`config.mk`:
```
export PLATFORM = sky130hd
export DESIGN_NAME = mem_stage
export DESIGN_NICKNAME = d
export VERILOG_FILES = /design/src/rtl/mem_stage.sv
export SDC_FILE = /design/constraint.sdc
export NUM_CORES = 1
export LEC_CHECK = 0
export ABC_AREA = 1
export ABC_CLOCK_PERIOD_IN_PS = 1400
export CORE_MARGIN = 4
export CORE_UTILIZATION = 36
export CTS_CLUSTER_DIAMETER = 200
export DETAILED_ROUTE_END_ITERATION = 16
export GPL_TIMING_DRIVEN = 0
export PLACE_DENSITY = 0.83
export SLEW_MARGIN = 20
export SYNTH_ARGS = -nofsm -noshare
export SYNTH_HDL_FRONTEND = slang
export SYNTH_SLANG_ARGS = --single-unit
```
`constraint.sdc`:
```
create_clock -name clk -period 1.4 [get_ports clk]
set_input_delay 0.28 -clock clk [delete_from_list [all_inputs] [get_ports clk]]
set_output_delay 0.28 -clock clk [all_outputs]
set_load 0.01 [all_outputs]
```
`src/rtl/mem_stage.sv`:
```
// mem_stage: MEM pipeline stage with a req/ack data-memory FSM, branch resolve and the MEM/WB register.
module mem_stage #(
  parameter int DATA_W  = 32,
  parameter int REG_W   = 5,
  parameter int TIMEOUT = 255,
  parameter int CNT_W   = 8
) (
  input  logic              clk,
  input  logic              reset,
  input  logic              ctrl_regWrite_ex_mem,
  input  logic              ctrl_memToReg_ex_mem,
  input  logic              ctrl_branch_ex_mem,
  input  logic              ctrl_memRead_ex_mem,
  input  logic              ctrl_memWrite_ex_mem,
  input  logic              zero_ex_mem,
  input  logic [DATA_W-1:0] branch_or_not_address_ex_mem,
  input  logic [DATA_W-1:0] alu_result_ex_mem,
  input  logic [DATA_W-1:0] read_data_2_ex_mem,
  input  logic [REG_W-1:0]  write_register_ex_mem,
  output logic              dmem_req,
  output logic              dmem_we,
  output logic [DATA_W-1:0] dmem_addr,
  output logic [DATA_W-1:0] dmem_wdata,
  input  logic              dmem_ack,
  input  logic [DATA_W-1:0] dmem_rdata,
  output logic              pc_src,
  output logic [DATA_W-1:0] branch_target,
  output logic              mem_stall,
  output logic              ctrl_regWrite_mem_wb,
  output logic              ctrl_memToReg_mem_wb,
  output logic [DATA_W-1:0] read_data_mem_wb,
  output logic [DATA_W-1:0] alu_result_mem_wb,
  output logic [REG_W-1:0]  write_register_mem_wb,
  output logic [1:0]        mem_exc_mem_wb
);
  typedef enum logic {IDLE, REQ} state_t;
  state_t state;
  logic [CNT_W-1:0] cnt;
  logic mem_op, aligned, start, misaligned, done, abort;
  assign mem_op        = ctrl_memRead_ex_mem | ctrl_memWrite_ex_mem;
  assign aligned       = alu_result_ex_mem[1:0] == 2'b00;
  assign start         = state == IDLE && mem_op && aligned;
  assign misaligned    = state == IDLE && mem_op && !aligned;
  assign done          = state == REQ && dmem_ack;
  assign abort         = state == REQ && !dmem_ack && cnt == CNT_W'(TIMEOUT - 1);
  assign mem_stall     = state == IDLE ? start : !(done || abort);
  assign dmem_req      = state == REQ;
  assign pc_src        = ctrl_branch_ex_mem & zero_ex_mem;
  assign branch_target = branch_or_not_address_ex_mem;
  always_ff @(posedge clk or negedge reset)
    if (!reset) begin
      state                 <= IDLE;
      cnt                   <= '0;
      dmem_we               <= 1'b0;
      dmem_addr             <= '0;
      dmem_wdata            <= '0;
      ctrl_regWrite_mem_wb  <= 1'b0;
      ctrl_memToReg_mem_wb  <= 1'b0;
      read_data_mem_wb      <= '0;
      alu_result_mem_wb     <= '0;
      write_register_mem_wb <= '0;
      mem_exc_mem_wb        <= 2'b00;
    end else begin
      if (start) begin
        state      <= REQ;
        cnt        <= '0;
        dmem_we    <= ctrl_memWrite_ex_mem;
        dmem_addr  <= alu_result_ex_mem;
        dmem_wdata <= read_data_2_ex_mem;
      end else if (state == REQ) begin
        state <= done || abort ? IDLE : REQ;
        cnt   <= cnt + 1'b1;
      end
      // a bubble clears only the control bits; data fields keep their last values
      if (mem_stall) begin
        ctrl_regWrite_mem_wb <= 1'b0;
        ctrl_memToReg_mem_wb <= 1'b0;
        mem_exc_mem_wb       <= 2'b00;
      end else begin
        ctrl_regWrite_mem_wb  <= ctrl_regWrite_ex_mem && !misaligned && !abort;
        ctrl_memToReg_mem_wb  <= ctrl_memToReg_ex_mem;
        read_data_mem_wb      <= done && !dmem_we ? dmem_rdata : '0;
        alu_result_mem_wb     <= alu_result_ex_mem;
        write_register_mem_wb <= write_register_ex_mem;
        mem_exc_mem_wb        <= misaligned ? 2'b01 : abort ? 2'b10 : 2'b00;
      end
    end
endmodule

```
==> results of run 1 <==
[cell families after synthesis]
family,count (synthesis)
AND/OR/NAND/NOR,447
flip-flops,147
buffers and inverters,96
AO/OA/AOI/OAI,7
adder cells (fa/ha/maj),2
XOR/XNOR,1
[synthesized netlist by cell type (all sizes together)]
master / n / area share (%)
xnor2: 1 / 0.14
nand4: 71 / 7.1
o21ai: 5 / 0.46
buf: 64 / 6.7
nand2: 316 / 19
ha: 2 / 0.40
a21oi: 2 / 0.16
nand3: 44 / 4.4
inv: 17 / 1.0
dfrtp: 147 / 59
nor2: 16 / 1.0
clkbuf: 15 / 0.90
[final timing paths]
check                           slack [ns]                  endpoint              startpoint  depth (start not counted)
worst max-delay path                 -0.50                 mem_stall                  cnt[0]                          9
worst min-delay path                  0.39            dmem_wdata[13]  read_data_2_ex_mem[13]                          3
worst max register to register       -0.24      read_data_mem_wb[28]                dmem_req                          7
worst min register to register        0.46              dmem_addr[0]            dmem_addr[0]                          2
max in group asynchronous             0.20  write_register_mem_wb[3]                   reset                          3
min in group asynchronous             0.41            dmem_wdata[19]                   reset                          2
[report_power, final]
group	internal [mW]	switching, mW
combinational	1.64	1.63
clock	2.48	1.81
sequential	4.90	0.377
[flip-flops by register name, indices dropped and copies added, names as in the netlist, 2 cells and up]
register               flops
write_register_mem_wb      5
alu_result_mem_wb         32
dmem_wdata                32
cnt                        8
mem_exc_mem_wb             2
read_data_mem_wb          32
dmem_addr                 32
[layout make-up]
| type | instances | area share (%) |
|---|---|---|
| clock inverter | 13 | 1.08 |
| clock buffer | 19 | 4.31 |
| buffer | 79 | 5.94 |
| multi-input combinational | 457 | 21.0 |
| timing repair buffer | 299 | 28.5 |
| inverter | 17 | 0.670 |
| tap | 225 | 2.74 |
| sequential | 147 | 35.8 |
[layer usage]
metal	vias up	wire [um]	global-route usage, %
li1	2868	-	-
met1	2858	8340	25.7
met2	246	10800	36.5
met3	46	1570	5.94
met4	0	609	8.31
met5	-	0	0
[per-stage QoR]
step	instances	utilization (%)	TNS [ns]
finish	1256	59.8	-9.13
CTS	1249	58.2	-18.34
detailed placement	1208	55.0	-87.29
global route	1256	59.8	-15.60
global placement	1207	54.8	-959.92
floorplan	700	-	0
[cells in the final DEF (no fill, tap or decap), types with 7 or more instances in the layout]
master and count:
buf_4 60, buf_6 7, nand3_2 12, nand2_1 312
dlygate4sd2_1 73, clkbuf_16 18, clkbuf_2 11, nand3_1 30
clkbuf_4 7, clkdlybuf4s15_1 66, nor2_1 10, nand4_1 71
inv_1 14, clkdlybuf4s50_1 140, dfrtp_1 147
[worst max-delay path, cell delays in order (launching register included)]
cell and delay, ns:
dfrtp_1 0.39, inv_2 0.09, ha_4 0.14, nand3_4 0.06
nor2_4 0.12, nand2_4 0.07, nand2_4 0.07, buf_12 0.11
nand2_8 0.04, buf_6 0.11
[repair_timing]
action / CTS / global route
hold buffers: 1 / 0
hold endpoints to repair: 71 / 0
gates cloned: 0 / 1
pin swaps: 3 / 11
endpoints found under the setup margin: 283 / 208
gates resized for setup: 185 / 123
buffers inserted: 8 / 6
==> results.py, run 1 <==
metrics = {
    "logic_synthesis": {
        "syn_inst": 700,
        "main_combinational_cell_family_by_area_after_synthesis": "simple AND/OR/NAND/NOR gates",
        "synthXorXnorAreaFrac_pct": 0.140,
        "register_area_share_after_synthesis_pct": 58.6,
        "syn_nets": 844,
        "avg_synthesized_cell_area_um2": 8.96,
        "synth_warnings": 0,
        "synth_fa_ha_area_share_pct": 0.399,
        "synth.lib_cells_used.distinct": 20,
        "syn-cell-area_mm2": 0.00627,
        "share_of_the_synthesized_area_in_compound_gates_ao_oa_aoi_oai_pct": 0.618,
        "post_synth_mux_area_share_pct": 0,
        "yosys_register_bits": 147,
        "synthSimpleGateAreaFrac_pct": 31.6,
    },
    "global_routing": {
        "number_of_global_route_vias_before_repair": 6059,
        "largest_net_degree_at_the_start_of_global_routing": 77,
        "grtUsageTotal_pct": 21.4,
        "grt_pass1_wl_um": 33100,
        "grt_remaining_overflow": 0,
        "grt_antenna_before_repair": 0,
    },
    "timing": {
        "final_max_slew_violation_count": 0,
        "grt_setup_unrepaired": "yes",
        "worst_slew_pin_slew_ns": 0.556,
        "hold_ws_ns": 0.388,
        "final.setup_skew_ns": 0.0104,
        "min_period_over_period_pct": 136,
        "slack_of_the_critical_path_ns": -0.505,
        "worst_slew_margin_rel_pct": 62.9,
        "timing.final.crit_period_ns": 1.90,
        "fmaxAchievable_ghz": 0.525,
        "number_of_hold_violations_in_the_final_report": 0,
        "final-setup-viol-count": 71,
    },
    "run_status": {
        "violations_in_the_final_reports": "negative setup slack",
        "status": "complete, but fails checks",
    },
    "cts": {
        "max-clock-path-buffers": 2,
        "insertion_delay_ns": 0.42,
        "clk_pin_slew_ns": 0.06,
        "cts-root-buf": "clkbuf_16",
        "numCtsBuffers": 17,
        "clock_tree.htree_level_count": 4,
        "clock-sinks": 147,
        "cts_tree": "built",
    },
    "cells_and_area": {
        "seqCellArea_mm2": 0.00368,
        "drive_gt1_share_pct": 15.3,
        "antenna-diode-count": 0,
        "syn2layout_area_growth_pct": 63.7,
        "nFillCells": 1481,
        "multi_input_area_mm2": 0.00215,
        "layout_net_count": 1162,
        "final_cell_area_mm2": 0.0103,
    },
    "floorplan": {
        "die_width_um": 140,
        "rows": 48,
        "design.portCount": 315,
        "die_h_um": 140,
        "initial_utilization_pct": 36.5,
        "core_area_mm2": 0.0172,
        "die_area_mm2": 0.0196,
    },
    "placed_design": {
        "detailedPlace.worstSlack_ns": -0.910,
        "numPortBuffers": 282,
        "gp_congestion": 0.814,
        "placed_area_mm2": 0.00944,
        "dp.final_hpwl_um": 15500,
    },
    "detailed_routing": {
        "vias_per_cell": 4.79,
        "drc": 0,
        "detailedRoute.firstPassIterationCount": 5,
        "wl_per_cell_um": 16.9,
        "antenna_left": 0,
        "drt_wl_total_um": 21300,
        "drt_first_iter_violations": 454,
        "routed-via-count": 6018,
    },
    "setup_path": {
        "worstSetupEndpointType": "output pin",
        "timing.setup.critical_path_class": "reg -> out",
        "setup.worst_path.start_class": "flip-flop",
        "worst_ep_required_time_ns": 1.12,
        "arrival_time_worst_endpoint_ns": 1.62,
        "path_max_fanout": 2,
    },
    "power": {
        "total_power_mw": 12.8,
        "power-per-cell-area_mw_per_mm2": 1250,
        "worst_ir_drop_vdd_uv": 787,
        "p_leak_nw": 5.35,
    },
    "worst_hold_path": {
        "worst_hold_path_type": "in -> reg",
    },
    "job": {
        "cap_viol_max_count": 0,
    },
}
(Power assumes the default switching activity.)
==> inputs of run 2 (changes only) <==
--- a/config.mk
+++ b/config.mk
@@ -7,12 +7,11 @@
 export LEC_CHECK = 0
 export ABC_AREA = 1
 export ABC_CLOCK_PERIOD_IN_PS = 1400
-export CORE_MARGIN = 4
 export CORE_UTILIZATION = 36
 export CTS_CLUSTER_DIAMETER = 200
 export DETAILED_ROUTE_END_ITERATION = 16
 export GPL_TIMING_DRIVEN = 0
-export PLACE_DENSITY = 0.83
+export PLACE_DENSITY = 0.76
 export SLEW_MARGIN = 20
 export SYNTH_ARGS = -nofsm -noshare
 export SYNTH_HDL_FRONTEND = slang
==> run 2 against run 1 <==
Compared with the run above:
- combinational power about the same
- routed wire length is 4.3% lower
- critical endpoint unchanged
- non-clock buffer count rose by 9
- highest routed layer is now met5
- die area is 8.4% lower
- critical path type unchanged
- the run still ends with negative setup slack left
- largest power group unchanged
- first-iteration DRC count decreased by 33%
==> results.py, run 2 (synthesis results as in run 1) <==
metrics = {
    "cts": {
        "clock_tree.htree_level_count": 4,
        "clk_pin_slew_ns": 0.06,
        "cts-root-buf": "clkbuf_16",
        "cts_tree": "built",
        "max-clock-path-buffers": 2,
        "clock-sinks": 147,
        "numCtsBuffers": 17,
        "insertion_delay_ns": 0.43,
    },
    "global_routing": {
        "grt_use_met3_pct": 6.24,
        "grt_antenna_before_repair": 1,
        "number_of_global_route_vias_before_repair": 5847,
        "global_route.usage.met2_pct": 38.4,
        "grt_most_used_layer": "met2",
        "grt_remaining_overflow": 0,
        "gr-usage-met1_pct": 27.8,
        "grtUsageTotal_pct": 22.7,
        "largest_net_degree_at_the_start_of_global_routing": 79,
        "grt_pass1_wl_um": 31400,
    },
    "setup_path": {
        "worst_ep_required_time_ns": 1.12,
        "worst_setup_path_endpoint": "mem_stall",
        "path_max_fanout": 2,
        "crit-reg2reg-capture": "alu_result_mem_wb[19]",
        "worstSetupEndpointType": "output pin",
        "ff2ff_path_depth": 10,
        "setup.worst_path.start_class": "flip-flop",
        "arrival_time_worst_endpoint_ns": 1.61,
        "startpoint": "cnt[0]",
        "timing.setup.critical_path_class": "reg -> out",
        "crit-reg2reg-launch": "dmem_req",
        "setup.reg_to_reg.worst_slack_ns": -0.29,
    },
    "detailed_routing": {
        "vias_per_cell": 4.80,
        "drt_first_iter_violations": 306,
        "wl_per_cell_um": 16.2,
        "antenna_left": 0,
        "drt_wl_total_um": 20400,
        "drc": 0,
        "detailedRoute.firstPassIterationCount": 6,
        "routed-via-count": 6046,
    },
    "timing": {
        "fmaxAchievable_ghz": 0.528,
        "min_period_over_period_pct": 135,
        "hold_ws_ns": 0.374,
        "final-setup-viol-count": 141,
        "grt_setup_unrepaired": "yes",
        "final.setup_skew_ns": 0.00978,
        "final_max_slew_violation_count": 0,
        "worst_slew_pin_slew_ns": 0.619,
        "worst_slew_margin_rel_pct": 58.7,
        "slack_of_the_critical_path_ns": -0.495,
        "timing.final.crit_period_ns": 1.89,
        "number_of_hold_violations_in_the_final_report": 0,
    },
    "power": {
        "total_power_mw": 13.5,
        "power-per-cell-area_mw_per_mm2": 1290,
        "p_leak_nw": 5.43,
        "worst_ir_drop_vdd_uv": 850,
    },
    "placed_design": {
        "post-place-cells": 1203,
        "gp_congestion": 0.844,
        "placed_area_mm2": 0.00944,
        "dp.final_hpwl_um": 14300,
        "numPortBuffers": 282,
    },
    "run_status": {
        "violations_in_the_final_reports": "negative setup slack",
        "status": "complete, but fails checks",
    },
    "floorplan": {
        "design.portCount": 315,
        "initial_utilization_pct": 37.3,
        "die_width_um": 134,
        "core_area_mm2": 0.0168,
        "die_h_um": 134,
        "die_area_mm2": 0.0180,
        "rows": 47,
    },
    "cells_and_area": {
        "nFillCells": 1419,
        "syn2layout_area_growth_pct": 66.0,
        "mostFrequentLayoutCells": "313 x nand2_1, 146 x dfrtp_1, 140 x clkdlybuf4s50_1",
        "antenna-diode-count": 0,
        "final_cell_area_mm2": 0.0104,
        "mostFrequentLayoutCell": "nand2_1",
        "instances_no_fill": 1260,
        "drive_gt1_share_pct": 16.0,
        "layout_net_count": 1171,
    },
    "job": {
        "cap_viol_max_count": 0,
    },
    "worst_hold_path": {
        "worst_hold_path_type": "in -> reg",
    },
}
[run 2: changes by cell type in the layout (fill, tap and decap cells not counted), moves of 2 or more]
cell / before / now
buf_2: 5 / 12
buf_4: 60 / 65
buf_6: 7 / 4
bufinv_16: 1 / 4
clkbuf_4: 7 / 2
clkbuf_8: 1 / 5
clkdlybuf4s15_1: 66 / 72
clkinv_2: 5 / 2
dlygate4sd2_1: 73 / 66
inv_6: 1 / 3
nand3_1: 30 / 32
nand3_2: 12 / 10
[run 2: layer usage]
metal / routed length, um / up-vias
li1: - / 2896
met1: 8180 / 2892
met2: 10300 / 228
met3: 1510 / 28
met4: 404 / 2
met5: 13 / -
[run 2: timing repair]
item | 4_1_cts | 5_1_grt
hold buffers | 1 | 0
cloned | 1 | 1
endpoints found under the setup margin | 283 | 205
pin swaps | 3 | 1
hold endpoints to repair | 77 | 0
buffers inserted | 12 | 10
resized for setup | 218 | 75
[run 2: where the power goes]
part / total, mW / switching (mW) / internal [mW] / leakage, nW
sequential: 5.27 / 0.367 / 4.90 / 1.86
clock: 4.90 / 1.90 / 3.00 / 0.300
combinational: 3.29 / 1.61 / 1.68 / 3.27
total: 13.5 / 3.88 / 9.58 / 5.43
[run 2: worst max-delay path, cell delays in order, from the launching register on]
cell     delay [ns]
dfrtp_1        0.39
inv_2          0.09
ha_4           0.14
nand3_4        0.06
nor2_4         0.10
nand2_4        0.07
nand2_4        0.07
buf_8          0.10
nand2_4        0.05
buf_6          0.12
[run 2: metrics by stage]
step	util, %	setup WS (ns)	TNS, ns
floorplan	-	0.00873	0
global placement	55.9	-5.97	-955.83
detailed placement	56.1	-0.924	-80.72
CTS	60.7	-0.513	-12.67
global route	61.9	-0.548	-26.15
finish	61.9	-0.495	-15.91
[run 2: worst min path at each step]
| stage | from | to | depth (start not counted) |
|---|---|---|---|
| final | ctrl_memToReg_ex_mem | ctrl_memToReg_mem_wb | 3 |
| after floorplan | reset | alu_result_mem_wb[0] | 0 |
| after detailed placement | reset | dmem_wdata[23] | 1 |
| after global routing | read_data_2_ex_mem[7] | dmem_wdata[7] | 3 |
| after global placement | dmem_addr[0] | dmem_addr[0] | 2 |
| after CTS | ctrl_memToReg_ex_mem | ctrl_memToReg_mem_wb | 3 |
[run 2: cell type report]
class                      count  area (um^2)  area share (%)
clock buffer                  17          425            4.08
multi-input combinational    457         2130            20.4
clock inverter                15          205            1.97
sequential                   147         3680            35.3
timing repair buffer         308         3020            29.0
tap                          220          275            2.64
buffer                        79          611            5.86
inverter                      17         68.8           0.661
==> inputs of run 3 (changes only) <==
--- a/config.mk
+++ b/config.mk
@@ -7,6 +7,7 @@
 export LEC_CHECK = 0
 export ABC_AREA = 1
 export ABC_CLOCK_PERIOD_IN_PS = 1400
+export CORE_MARGIN = 2
 export CORE_UTILIZATION = 36
 export CTS_CLUSTER_DIAMETER = 200
 export DETAILED_ROUTE_END_ITERATION = 16
==> run 3 against run 2 <==
Compared with the run above:
- the run still ends with negative setup slack left
- critical path depth unchanged
- register-to-register slack improved by 0.13 ns
- first-iteration DRC count increased by 14%
- non-clock buffer count decreased by 7
- routed wire length increased by 0.61%
- global-route usage decreased by 0.46 points
- fmax increased by 0.47%
- worst hold slack improved by 0.0077 ns
- critical path type unchanged
- critical endpoint unchanged
==> results.py, run 3 (synthesis results as in run 1) <==
metrics = {
    "power": {
        "power.share.switching_pct": 28.1,
        "p_int_mw": 9.68,
        "total_switching_power_mw": 3.79,
        "power-per-cell-area_mw_per_mm2": 1280,
        "clock_power_share_pct": 37.2,
        "worst_ir_drop_vdd_uv": 883,
        "p_leak_nw": 5.48,
        "power.sequential.fraction_pct": 39.0,
        "comb_power_share_pct": 23.8,
    },
    "timing": {
        "worst_slew_pin_slew_ns": 0.495,
        "final_max_slew_violation_count": 0,
        "timing.final.crit_period_ns": 1.89,
        "grt_setup_unrepaired": "yes",
        "slack_of_the_critical_path_ns": -0.486,
        "number_of_hold_violations_in_the_final_report": 0,
        "final-setup-viol-count": 142,
        "worst_slew_margin_rel_pct": 67.0,
        "hold_ws_ns": 0.381,
        "final.setup_skew_ns": 0.00595,
        "min_period_over_period_pct": 135,
        "fmaxAchievable_ghz": 0.530,
    },
    "setup_path": {
        "critPathMaxStageDelay_ns": 0.39,
        "worstSetupEndpointType": "output pin",
        "slowest_stage": "dfrtp_1",
        "critical-path-top-cell-by-count": "nand2_4",
        "crit_chain": "inv_2, ha_4, nand3_2, nor2_4, nand2_4, nand2_4, buf_12, nand2_4, buf_6",
        "path_max_fanout": 2,
        "timing.setup.critical_path_class": "reg -> out",
        "worst_ep_required_time_ns": 1.12,
        "setup.worst_path.start_class": "flip-flop",
        "setup.reg_to_reg.worst_slack_ns": -0.16,
        "arrival_time_worst_endpoint_ns": 1.61,
    },
    "cells_and_area": {
        "final_core_utilization_pct": 61.2,
        "drive_gt1_share_pct": 15.3,
        "antenna-diode-count": 0,
        "nFillCells": 1446,
        "syn2layout_area_growth_pct": 67.4,
        "mostFrequentLayoutCell": "nand2_1",
        "mostFrequentLayoutCells": "312 x nand2_1, 146 x dfrtp_1, 140 x clkdlybuf4s50_1",
        "instances_no_fill": 1258,
        "layout_net_count": 1164,
    },
    "global_routing": {
        "grtUsageTotal_pct": 22.3,
        "grt_remaining_overflow": 0,
        "largest_net_degree_at_the_start_of_global_routing": 86,
        "grt_antenna_before_repair": 0,
        "grt_pass1_wl_um": 31700,
        "number_of_global_route_vias_before_repair": 5998,
    },
    "detailed_routing": {
        "vias_per_cell": 4.81,
        "wl_per_cell_um": 16.3,
        "drc": 0,
        "detailedRoute.firstPassIterationCount": 4,
        "drt_wl_total_um": 20500,
        "antenna_left": 0,
        "routed-via-count": 6051,
        "drt_first_iter_violations": 349,
    },
    "placed_design": {
        "post-place-cells": 1208,
        "numPortBuffers": 282,
        "dp.final_hpwl_um": 14400,
        "gp_congestion": 0.849,
        "detailedPlace.worstSlack_ns": -0.884,
    },
    "floorplan": {
        "design.portCount": 315,
        "rows": 48,
        "die_h_um": 136,
        "initial_utilization_pct": 36.5,
        "die_width_um": 136,
        "core_area_mm2": 0.0172,
        "die_area_mm2": 0.0185,
    },
    "run_status": {
        "violations_in_the_final_reports": "negative setup slack",
        "status": "complete, but fails checks",
    },
    "job": {
        "cap_viol_max_count": 0,
    },
    "cts": {
        "cts-root-buf": "clkbuf_16",
        "clock_tree.htree_level_count": 4,
        "cts_tree": "built",
        "clk_pin_slew_ns": 0.06,
        "insertion_delay_ns": 0.42,
        "numCtsBuffers": 17,
        "max-clock-path-buffers": 2,
        "clock-sinks": 147,
    },
    "worst_hold_path": {
        "worst_hold_path_type": "in -> async",
    },
}
-- run 3: changes by cell type in the layout (fill, tap and decap cells not counted), moves of 2 or more --
| cell | delta |
|---|---|
| clkbuf_8 | -5 |
| nand3_2 | +3 |
| buf_2 | -6 |
| inv_6 | -2 |
| buf_12 | +2 |
| nand3_1 | -2 |
| buf_6 | +3 |
| buf_4 | -11 |
| dlygate4sd2_1 | +13 |
| buf_8 | +5 |
| clkbuf_1 | +3 |
| clkdlybuf4s15_1 | -12 |
| clkbuf_16 | +4 |
-- run 3: final cells by class --
type                            instances  area (um^2)  share of cell area (%)
Inverter                               17         68.8                   0.655
Tap cell                              225          282                    2.68
Clock buffer                           20          437                    4.16
Buffer                                 79          664                    6.32
Multi-Input combinational cell        457         2150                    20.4
Clock inverter                         12          205                    1.95
Sequential cell                       147         3680                    35.0
Timing Repair Buffer                  301         3020                    28.8
-- run 3: worst paths after layout --
| path | from | endpoint | cells past startpoint |
|---|---|---|---|
| setup reg to reg | cnt[0] | write_register_mem_wb[0] | 10 |
| setup / recovery | cnt[0] | mem_stall | 9 |
| max in group asynchronous | reset | read_data_mem_wb[18] | 3 |
| hold reg to reg | dmem_addr[0] | dmem_addr[0] | 2 |
| min in group clk | read_data_2_ex_mem[17] | dmem_wdata[17] | 3 |
| hold / removal | reset | dmem_wdata[23] | 2 |
-- run 3: power groups by stage --
stage               clock network, mW  registers, mW  logic (mW)
finish                           5.01           5.26        3.21
floorplan                           0           5.62       0.985
CTS                              5.09           5.25        3.17
detailed placement                  0           5.33        3.41
global route                     5.29           5.34        3.51
global placement                    0           5.33        3.35
-- run 3: per-stage QoR --
stage / TNS, ns / area, um^2 / power [mW]
after floorplan: 0 / 6310 / 6.60
after global placement: -964.51 / 9410 / 8.68
after detailed placement: -84.28 / 9440 / 8.75
after CTS: -13.55 / 10200 / 13.5
after global routing: -23.20 / 10500 / 14.1
final: -13.39 / 10500 / 13.5
-- run 3: worst max-delay path: cells and delay by family, from the launching register on --
| kind | cells | cell delay, ns |
|---|---|---|
| DFF | 1 | 0.39 |
| and+or+nand+nor | 5 | 0.36 |
| buffers and inverters | 3 | 0.30 |
| adders and majority gates | 1 | 0.13 |
-- run 3: timing repair --
item | 4_1_cts | 5_1_grt
endpoints found under the setup margin | 283 | 220
hold endpoints to repair | 62 | 0
buffers inserted | 9 | 4
gates resized for setup | 210 | 104
hold buffers | 1 | 0
gates cloned | 1 | 5
pin swaps | 8 | 3
-- run 3: per-layer routing --
metal	part of all wire, %	track usage (%)	wire (um)
met3	7.4	6.30	1520
met5	0	0	0
met2	50	36.8	10300
met1	40	27.9	8200
met4	2.2	8.04	456
